## src/rtl/qenc_pkg.sv

```systemverilog
// rtl/qenc_pkg.sv - shared encodings and quadrature transition table for the encoder counter
package qenc_pkg;

    localparam int DECODE_X1 = 1;
    localparam int DECODE_X2 = 2;
    localparam int DECODE_X4 = 4;

    localparam logic DIR_CW  = 1'b1;
    localparam logic DIR_CCW = 1'b0;

    typedef struct packed {
        logic valid;
        logic cw;
        logic illegal;
    } qenc_step_t;

    // {A,B} is mapped to its position on the CW cycle 00->10->11->01, so the
    // position delta classifies the move: +1 CW, -1 CCW, 2 both bits flipped.
    function automatic qenc_step_t qenc_dir(input logic [1:0] prev, input logic [1:0] cur);
        logic [1:0] p_pos;
        logic [1:0] c_pos;
        logic [1:0] delta;
        qenc_step_t s;
        p_pos     = {prev[0], prev[1] ^ prev[0]};
        c_pos     = {cur[0], cur[1] ^ cur[0]};
        delta     = c_pos - p_pos;
        s.valid   = (delta == 2'd1) || (delta == 2'd3);
        s.cw      = (delta == 2'd1);
        s.illegal = (delta == 2'd2);
        return s;
    endfunction

endpackage

```

## src/rtl/qenc_debounce.sv

```systemverilog
// rtl/qenc_debounce.sv - two-flop synchroniser followed by a stability-window debouncer
module qenc_debounce #(
    parameter int DB_CYCLES = 1000
) (
    input  logic clk,
    input  logic reset,
    input  logic raw,
    output logic clean
);

    localparam int CNT_BITS = $clog2(DB_CYCLES);

    logic [1:0]          sync;
    logic [CNT_BITS-1:0] win_cnt;

    // The window counts consecutive clocks where the synced level disagrees
    // with the output; any agreement restarts it.
    always_ff @(posedge clk) begin
        if (reset) begin
            sync    <= 2'b00;
            win_cnt <= '0;
            clean   <= 1'b0;
        end else begin
            sync <= {sync[0], raw};
            if (sync[1] == clean) begin
                win_cnt <= '0;
            end else if (win_cnt == CNT_BITS'(DB_CYCLES - 1)) begin
                clean   <= sync[1];
                win_cnt <= '0;
            end else begin
                win_cnt <= win_cnt + CNT_BITS'(1);
            end
        end
    end

endmodule

```

## src/rtl/quad_encoder_counter.sv

```systemverilog
// rtl/quad_encoder_counter.sv - debounced quadrature decoder with bounded wrap/saturate position count
module quad_encoder_counter
    import qenc_pkg::*;
#(
    parameter int CNT_W     = 5,
    parameter int MIN_VAL   = 0,
    parameter int MAX_VAL   = 19,
    parameter int DECODE_X  = 1,
    parameter int WRAP      = 1,
    parameter int DB_CYCLES = 1000
) (
    input  logic             clk_100MHz,
    input  logic             reset,
    input  logic             enc_a,
    input  logic             enc_b,
    input  logic             enc_btn,
    input  logic             clear,
    output logic [CNT_W-1:0] count_out,
    output logic             dir,
    output logic             step_pulse,
    output logic             at_limit,
    output logic             err_pulse
);

    localparam logic [CNT_W-1:0] MIN_C = CNT_W'(MIN_VAL);
    localparam logic [CNT_W-1:0] MAX_C = CNT_W'(MAX_VAL);

    logic             db_a;
    logic             db_b;
    logic             db_btn;
    logic             btn_prev;
    logic [1:0]       prev_ab;
    logic [1:0]       dec_cur;
    qenc_step_t       dec_step;
    logic             counts;
    logic             do_clear;
    logic [CNT_W-1:0] next_count;

    qenc_debounce #(.DB_CYCLES(DB_CYCLES)) u_db_a (
        .clk(clk_100MHz), .reset(reset), .raw(enc_a), .clean(db_a)
    );
    qenc_debounce #(.DB_CYCLES(DB_CYCLES)) u_db_b (
        .clk(clk_100MHz), .reset(reset), .raw(enc_b), .clean(db_b)
    );
    qenc_debounce #(.DB_CYCLES(DB_CYCLES)) u_db_btn (
        .clk(clk_100MHz), .reset(reset), .raw(enc_btn), .clean(db_btn)
    );

    // Decode stage: classify prev->current and keep the destination state so
    // the x1/x2 filters can look at where the transition landed.
    always_ff @(posedge clk_100MHz) begin
        if (reset) begin
            prev_ab  <= 2'b00;
            dec_cur  <= 2'b00;
            dec_step <= '0;
            btn_prev <= 1'b0;
        end else begin
            prev_ab  <= {db_a, db_b};
            dec_cur  <= {db_a, db_b};
            dec_step <= qenc_dir(prev_ab, {db_a, db_b});
            btn_prev <= db_btn;
        end
    end

    always_comb begin
        counts = 1'b0;
        case (DECODE_X)
            DECODE_X4: counts = dec_step.valid;
            DECODE_X2: counts = dec_step.valid && ((dec_cur == 2'b00) || (dec_cur == 2'b11));
            default:   counts = dec_step.valid && (dec_cur == 2'b00);
        endcase
    end

    assign do_clear = clear || (db_btn && !btn_prev);

    always_comb begin
        next_count = count_out;
        if (counts) begin
            if (dec_step.cw) begin
                if (count_out == MAX_C) next_count = (WRAP != 0) ? MIN_C : MAX_C;
                else                    next_count = count_out + CNT_W'(1);
            end else begin
                if (count_out == MIN_C) next_count = (WRAP != 0) ? MAX_C : MIN_C;
                else                    next_count = count_out - CNT_W'(1);
            end
        end
    end

    always_ff @(posedge clk_100MHz) begin
        if (reset) begin
            count_out  <= MIN_C;
            dir        <= DIR_CW;
            step_pulse <= 1'b0;
            err_pulse  <= 1'b0;
            at_limit   <= (WRAP == 0);
        end else begin
            err_pulse <= dec_step.illegal;
            if (dec_step.valid) dir <= dec_step.cw ? DIR_CW : DIR_CCW;
            if (do_clear) begin
                count_out  <= MIN_C;
                step_pulse <= 1'b0;
                at_limit   <= (WRAP == 0);
            end else begin
                count_out  <= next_count;
                step_pulse <= (next_count != count_out);
                at_limit   <= (WRAP == 0) && ((next_count == MIN_C) || (next_count == MAX_C));
            end
        end
    end

endmodule

```

## config.mk

```make
export PLATFORM = sky130hd
export DESIGN_NAME = quad_encoder_counter
export DESIGN_NICKNAME = d
export VERILOG_FILES = /design/src/rtl/qenc_pkg.sv /design/src/rtl/qenc_debounce.sv /design/src/rtl/quad_encoder_counter.sv
export SDC_FILE = /design/constraint.sdc
export NUM_CORES = 1
export LEC_CHECK = 0
export ABC_AREA = 1
export CAP_MARGIN = 20
export CORE_ASPECT_RATIO = 1.4
export CORE_UTILIZATION = 35
export CTS_BUF_LIST = sky130_fd_sc_hd__clkbuf_4 sky130_fd_sc_hd__clkbuf_8 sky130_fd_sc_hd__clkbuf_16
export CTS_CLUSTER_DIAMETER = 60
export DETAILED_ROUTE_END_ITERATION = 6
export GPL_TIMING_DRIVEN = 0
export HOLD_SLACK_MARGIN = 0.12
export PLACE_DENSITY = 0.56
export SYNTH_ARGS = -nofsm -noshare
export SYNTH_HDL_FRONTEND = slang
export SYNTH_SLANG_ARGS = --single-unit
```

## constraint.sdc

```tcl
create_clock -name clk_100MHz -period 1.8 [get_ports clk_100MHz]
set_input_delay 0.45 -clock clk_100MHz [delete_from_list [all_inputs] [get_ports clk_100MHz]]
set_output_delay 0.45 -clock clk_100MHz [all_outputs]
set_load 0.005 [all_outputs]
```

=== Word level (Yosys, flattened, before mapping) ===
Cells that the tools add are included.

* Flip-flop bits (word level): 53
* Input bits: 6
* Output and inout port bits: 9
* Word-level logic and storage cells: 59

* Add/sub/neg operators: 6
* Equality and inequality tests: 11
* Muxes and demuxes: 5
* Bitwise gates (word level): 5
* Reduce and logical (&&, ||, !) cells: 14

{| class="wikitable"
|+ Operators with widths
! kind !! number
|-
| adder 10 x 1 -> 10 bit, second input constant || 3
|-
| equality test 10 bit, second input constant || 3
|-
| 2-to-1 mux 5 bit || 4
|-
| OR reduction 3 bit || 3
|-
| AND reduction 2 bit || 3
|-
| adder 5 x 1 -> 5 bit, second input constant || 1
|-
| equality test 5 bit, second input constant || 1
|-
| logical NOT 5 bit || 1
|-
| != test 5 bit || 1
|-
| subtractor 5 x 1 -> 5 bit, second input constant || 1
|-
| equality test 2 bit, second input constant || 2
|-
| equality test 1 bit || 3
|-
| inverter 1 bit || 3
|-
| equality test 2 x 1 -> 1 bit, second input constant || 1
|-
| logical AND 1 bit || 2
|-
| logical NOT 2 bit || 1
|-
| logical OR 1 bit || 2
|-
| OR reduction 2 bit || 1
|-
| subtractor 2 bit || 1
|-
| XOR 1 bit || 2
|-
| logical NOT 1 bit || 1
|-
| 2-to-1 mux 1 bit || 1
|}

=== Logic depth before layout (Yosys ltp) ===
Gate-level depths: netlist of run 1.

* Depth in word-level cells: 5
* Depth in mapped cells: 9
* Mapped depth without buffers: 9

=== Modules after synthesis ===
A second synthesis of run 1 with hierarchy kept.

* Cell total of the unflattened synthesis: 356
* Area, all modules: 2711.4 um^2

{| class="wikitable"
|+ Modules (own cells, without submodules)
! module !! times used !! cells each !! area an instance (um^2) !! seq. area each (um^2)
|-
| qenc_debounce || 3 || 84 || 646.9 || 260.2
|-
| quad_encoder_counter || 1 || 104 || 770.7 || 280.3
|}

=== Worst setup path before layout of run 1 ===
OpenSTA, ideal clock, no wires.

* Kind: flip-flop to flip-flop
* Start point: register dec_cur[0] (netlist name)
* End point: register dec_step[1] (netlist bit)
* Setup time: 0.065 ns
* Arrival: 1.287 ns
* Required time: 1.735 ns
* Setup slack: 0.447 ns
* Cell stages (with the launch flop): 8
* Path buffers: 0
* Period minus slack after synthesis: 1.353 ns
* Path through: dfxtp_1 inv_1 ha_1 ha_1 xnor2_1 xor2_1 nand2_1 nor2_1

{| class="wikitable"
|+ RTL lines
! item !! RTL line !! RTL
|-
| end signal, assigned || quad_encoder_counter.sv:60 || <nowiki>dec_step <= qenc_dir(prev_ab, {db_a, db_b});</nowiki>
|-
| end, declared || quad_encoder_counter.sv:34 || <nowiki>qenc_step_t dec_step;</nowiki>
|}

=== Worst setup path after layout of run 1 ===
* Start point: register count_out[1]
* End point: output port count_out[1]

{| class="wikitable"
|+ RTL lines
! item !! RTL line !! RTL
|-
| start, declared || quad_encoder_counter.sv:18 || <nowiki>output logic [CNT_W-1:0] count_out,</nowiki>
|-
| start signal, assigned || quad_encoder_counter.sv:104 || <nowiki>count_out <= next_count;</nowiki>
|}

No word-level cell between the ends.

==> flow_summary.json, run 1 <==
{
  "wire_per_inst_um": 9.12,
  "grt_pass1_wl_mm": 7.32,
  "drt_iter0_drc": 47,
  "routed_wirelength_mm": 4.00,
  "fmax_mhz": 577,
  "critPathBufInv": 1,
  "finalSetupViolCount": 0,
  "cts_tree": "done",
  "hpwl_mm": 2.96,
  "die_y_um": 99.9,
  "synth.largest_area_cell": "dfxtp_1",
  "row_count": 35,
  "cp.required_ps": 1350,
  "cts_root_buf": "clkbuf_8",
  "grt_max_degree": 18,
  "r2r_slack_ps": 320,
  "core_mm2": 0.00661,
  "vias": 1925,
  "gr-total-overflow": 0,
  "setup.worst_path.start_class": "flop",
  "cts_buffers": 5,
  "hold_violations": 0,
  "layout.nets": 359,
  "grt_util_all_layers": 0.125,
  "final_antenna_net_count": 0,
  "viasPerCell": 4.38,
  "synth.area.top_cells": "dfxtp_1, nand2_1, nor2_1",
  "final_common_cell": "nand2_1",
  "p_comb_frac": 0.020,
  "async_flop_share": 0,
  "antenna_found_initial": 0,
  "switching_share": 0.211,
  "path_clk_slew_ps": 90,
  "ys_ff_latch": 53,
  "ctsLongestPathBuffers": 2,
  "max_stage_delay_ps": 540,
  "hold_class": "in -> reg",
  "tns_ps": 0,
  "yosys_warnings": 0,
  "cts_resized": 1,
  "drive_above_1_share": 0.0836,
  "finalClockSkew_ps": 10.6,
  "dr.pass1.iters": 4,
  "end_kind": "output pin",
  "cp_max_fo": 7,
  "start_util": 0.363,
  "grt_pass1_vias": 1822,
  "synth_ff_type": "dfxtp_1",
  "layout_common_cells": "nand2_1, nor2_1, dfxtp_1",
  "min_period_ps": 1730,
  "synth_cells": 327,
  "power_density_mw_per_mm2": 745,
  "p_int_mw": 1.61,
  "synth.top_cell.area_share": 0.443,
  "clk_latency_ps": 310,
  "p_leak_nw": 1.03,
  "seqPwrFrac": 0.579,
  "path_cells": "clkdlybuf4s50_1",
  "outcome": "finished clean",
  "crit_arrival_ps": 1280,
  "ir_worst_vdd_mv": 0.346,
  "syn_nets": 340,
  "synth.avg_cell_area_um2": 7.33,
  "ctsHoldBuffers": 0,
  "ios": 15,
  "cap_viol_max_count": 0,
  "place_ws_ps": 288,
  "cts.sinks": 53,
  "clock_power_share": 0.401,
  "synth_seq_area_share": 0.443,
  "drc": 0,
  "die-area_mm2": 0.00719,
  "post_cts_buffers": 0,
  "port_buffers": 12,
  "fin_crit_sh": 0.963,
  "rsz0062_at_grt": "false",
  "slew_viol_final": 0,
  "fin_cells": 439,
  "gp_congestion": 0.796,
  "switchingPower_mw": 0.432,
  "synthDistinctLibCells": 27,
  "synth_edf_count": 0,
  "crit_family": "buffers and inverters",
  "path_class": "reg -> out",
  "htree_levels": 2,
  "dp_cells": 431,
  "die_w_um": 71.9,
  "n_antenna_cell": 0,
  "cp_slowest_cell": "clkdlybuf4s50_1",
  "layout_setup_ws_ps": 66.7,
  "synth_area_mm2": 0.00240,
  "syn_to_final_growth_pct": 14.7
}
-- Yosys cell counts (3+ instances only) --
| master | number |
|---|---|
| nand2_1 | 66 |
| nor2_1 | 58 |
| dfxtp_1 | 53 |
| inv_1 | 47 |
| nand3_1 | 18 |
| a21oi_1 | 14 |
| o21ai_0 | 11 |
| xor2_1 | 11 |
| nor3_1 | 10 |
| ha_1 | 7 |
| nand3_2 | 5 |
| nand4_1 | 4 |
| or2_2 | 3 |
-- final timing paths --
kind / start / end / cells past startpoint
hold reg to reg: u_db_a.sync[0]$_SDFF_PP0_ / u_db_a.sync[1]$_SDFF_PP0_ / 2
setup / recovery: count_out[1]$_SDFF_PP0_ / count_out[1] / 1
hold / removal: reset / u_db_a.sync[0]$_SDFF_PP0_ / 2
setup reg to reg: dec_cur[0]$_SDFF_PP0_ / dec_step[1]$_SDFF_PP0_ / 7
-- power by group through the flow --
stage	sequential [mW]	clock [mW]	combinational, mW
5_1_grt	1.19	0.900	0.0488
3_3_place_gp	1.21	0	0.0428
4_1_cts	1.18	0.855	0.0430
6_report	1.18	0.820	0.0416
2_1_floorplan	1.21	0	0.0266
3_5_place_dp	1.21	0	0.0428
-- registers in the layout, indices dropped and copies added (netlist names) --
name,flops
dec_cur,2
u_db_a.sync,2
u_db_btn.sync,2
u_db_b.sync,2
dec_step,3
dir,1
u_db_a.win_cnt,10
u_db_b.win_cnt,10
err_pulse,1
u_db_b.clean,1
u_db_btn.clean,1
u_db_btn.win_cnt,10
u_db_a.clean,1
btn_prev,1
count_out,5
step_pulse,1
-- routing by layer --
layer | part of all wire | routed length (µm) | track usage | vias up
met4 | 0.020 | 79 | 0.0498 | 0
met5 | 0 | 0 | 0 | -
li1 | - | - | - | 1049
met1 | 0.48 | 1920 | 0.146 | 850
met3 | 0.023 | 91 | 0.0311 | 6
met2 | 0.48 | 1920 | 0.218 | 20
-- cells by family (layout without fill, tap and decap cells) --
kind of cell,after synthesis,in the layout,share of synthesized area
adder cells (fa/ha/maj),7,7,0.0365
XOR/XNOR,13,13,0.0475
other,1,1,0.00156
AND/OR/NAND/NOR,172,172,0.319
AO/OA/AOI/OAI,29,29,0.0647
flip-flops,53,53,0.443
buffers and inverters,52,72,0.0877
-- cell type report --
cell class	instances	area (µm²)
Fill cell	702	3860
Inverter	48	180
Timing Repair Buffer	12	120
Buffer	4	30.0
Tap cell	92	115
Sequential cell	53	1060
Clock inverter	3	46.3
Clock buffer	5	68.8
Multi-Input combinational cell	222	1130
-- stage by stage --
stage / power [mW] / hold slack, ps / cell area (µm²) / utilization
6_report: 2.05 / 339 / 2750 / 0.416
4_1_cts: 2.08 / 335 / 2750 / 0.416
3_5_place_dp: 1.25 / 393 / 2630 / 0.398
5_1_grt: 2.13 / 337 / 2750 / 0.416
3_3_place_gp: 1.25 / 390 / 2630 / 0.398
2_1_floorplan: 1.24 / 388 / 2400 / -
Power figures use the tool's default switching activity.
==> inputs of run 2 (changes only) <==
- SKIP_CTS_REPAIR_TIMING: default -> 1
==> results of run 2 <==
Final layout, timing and power as in run 1 (identical DEF).
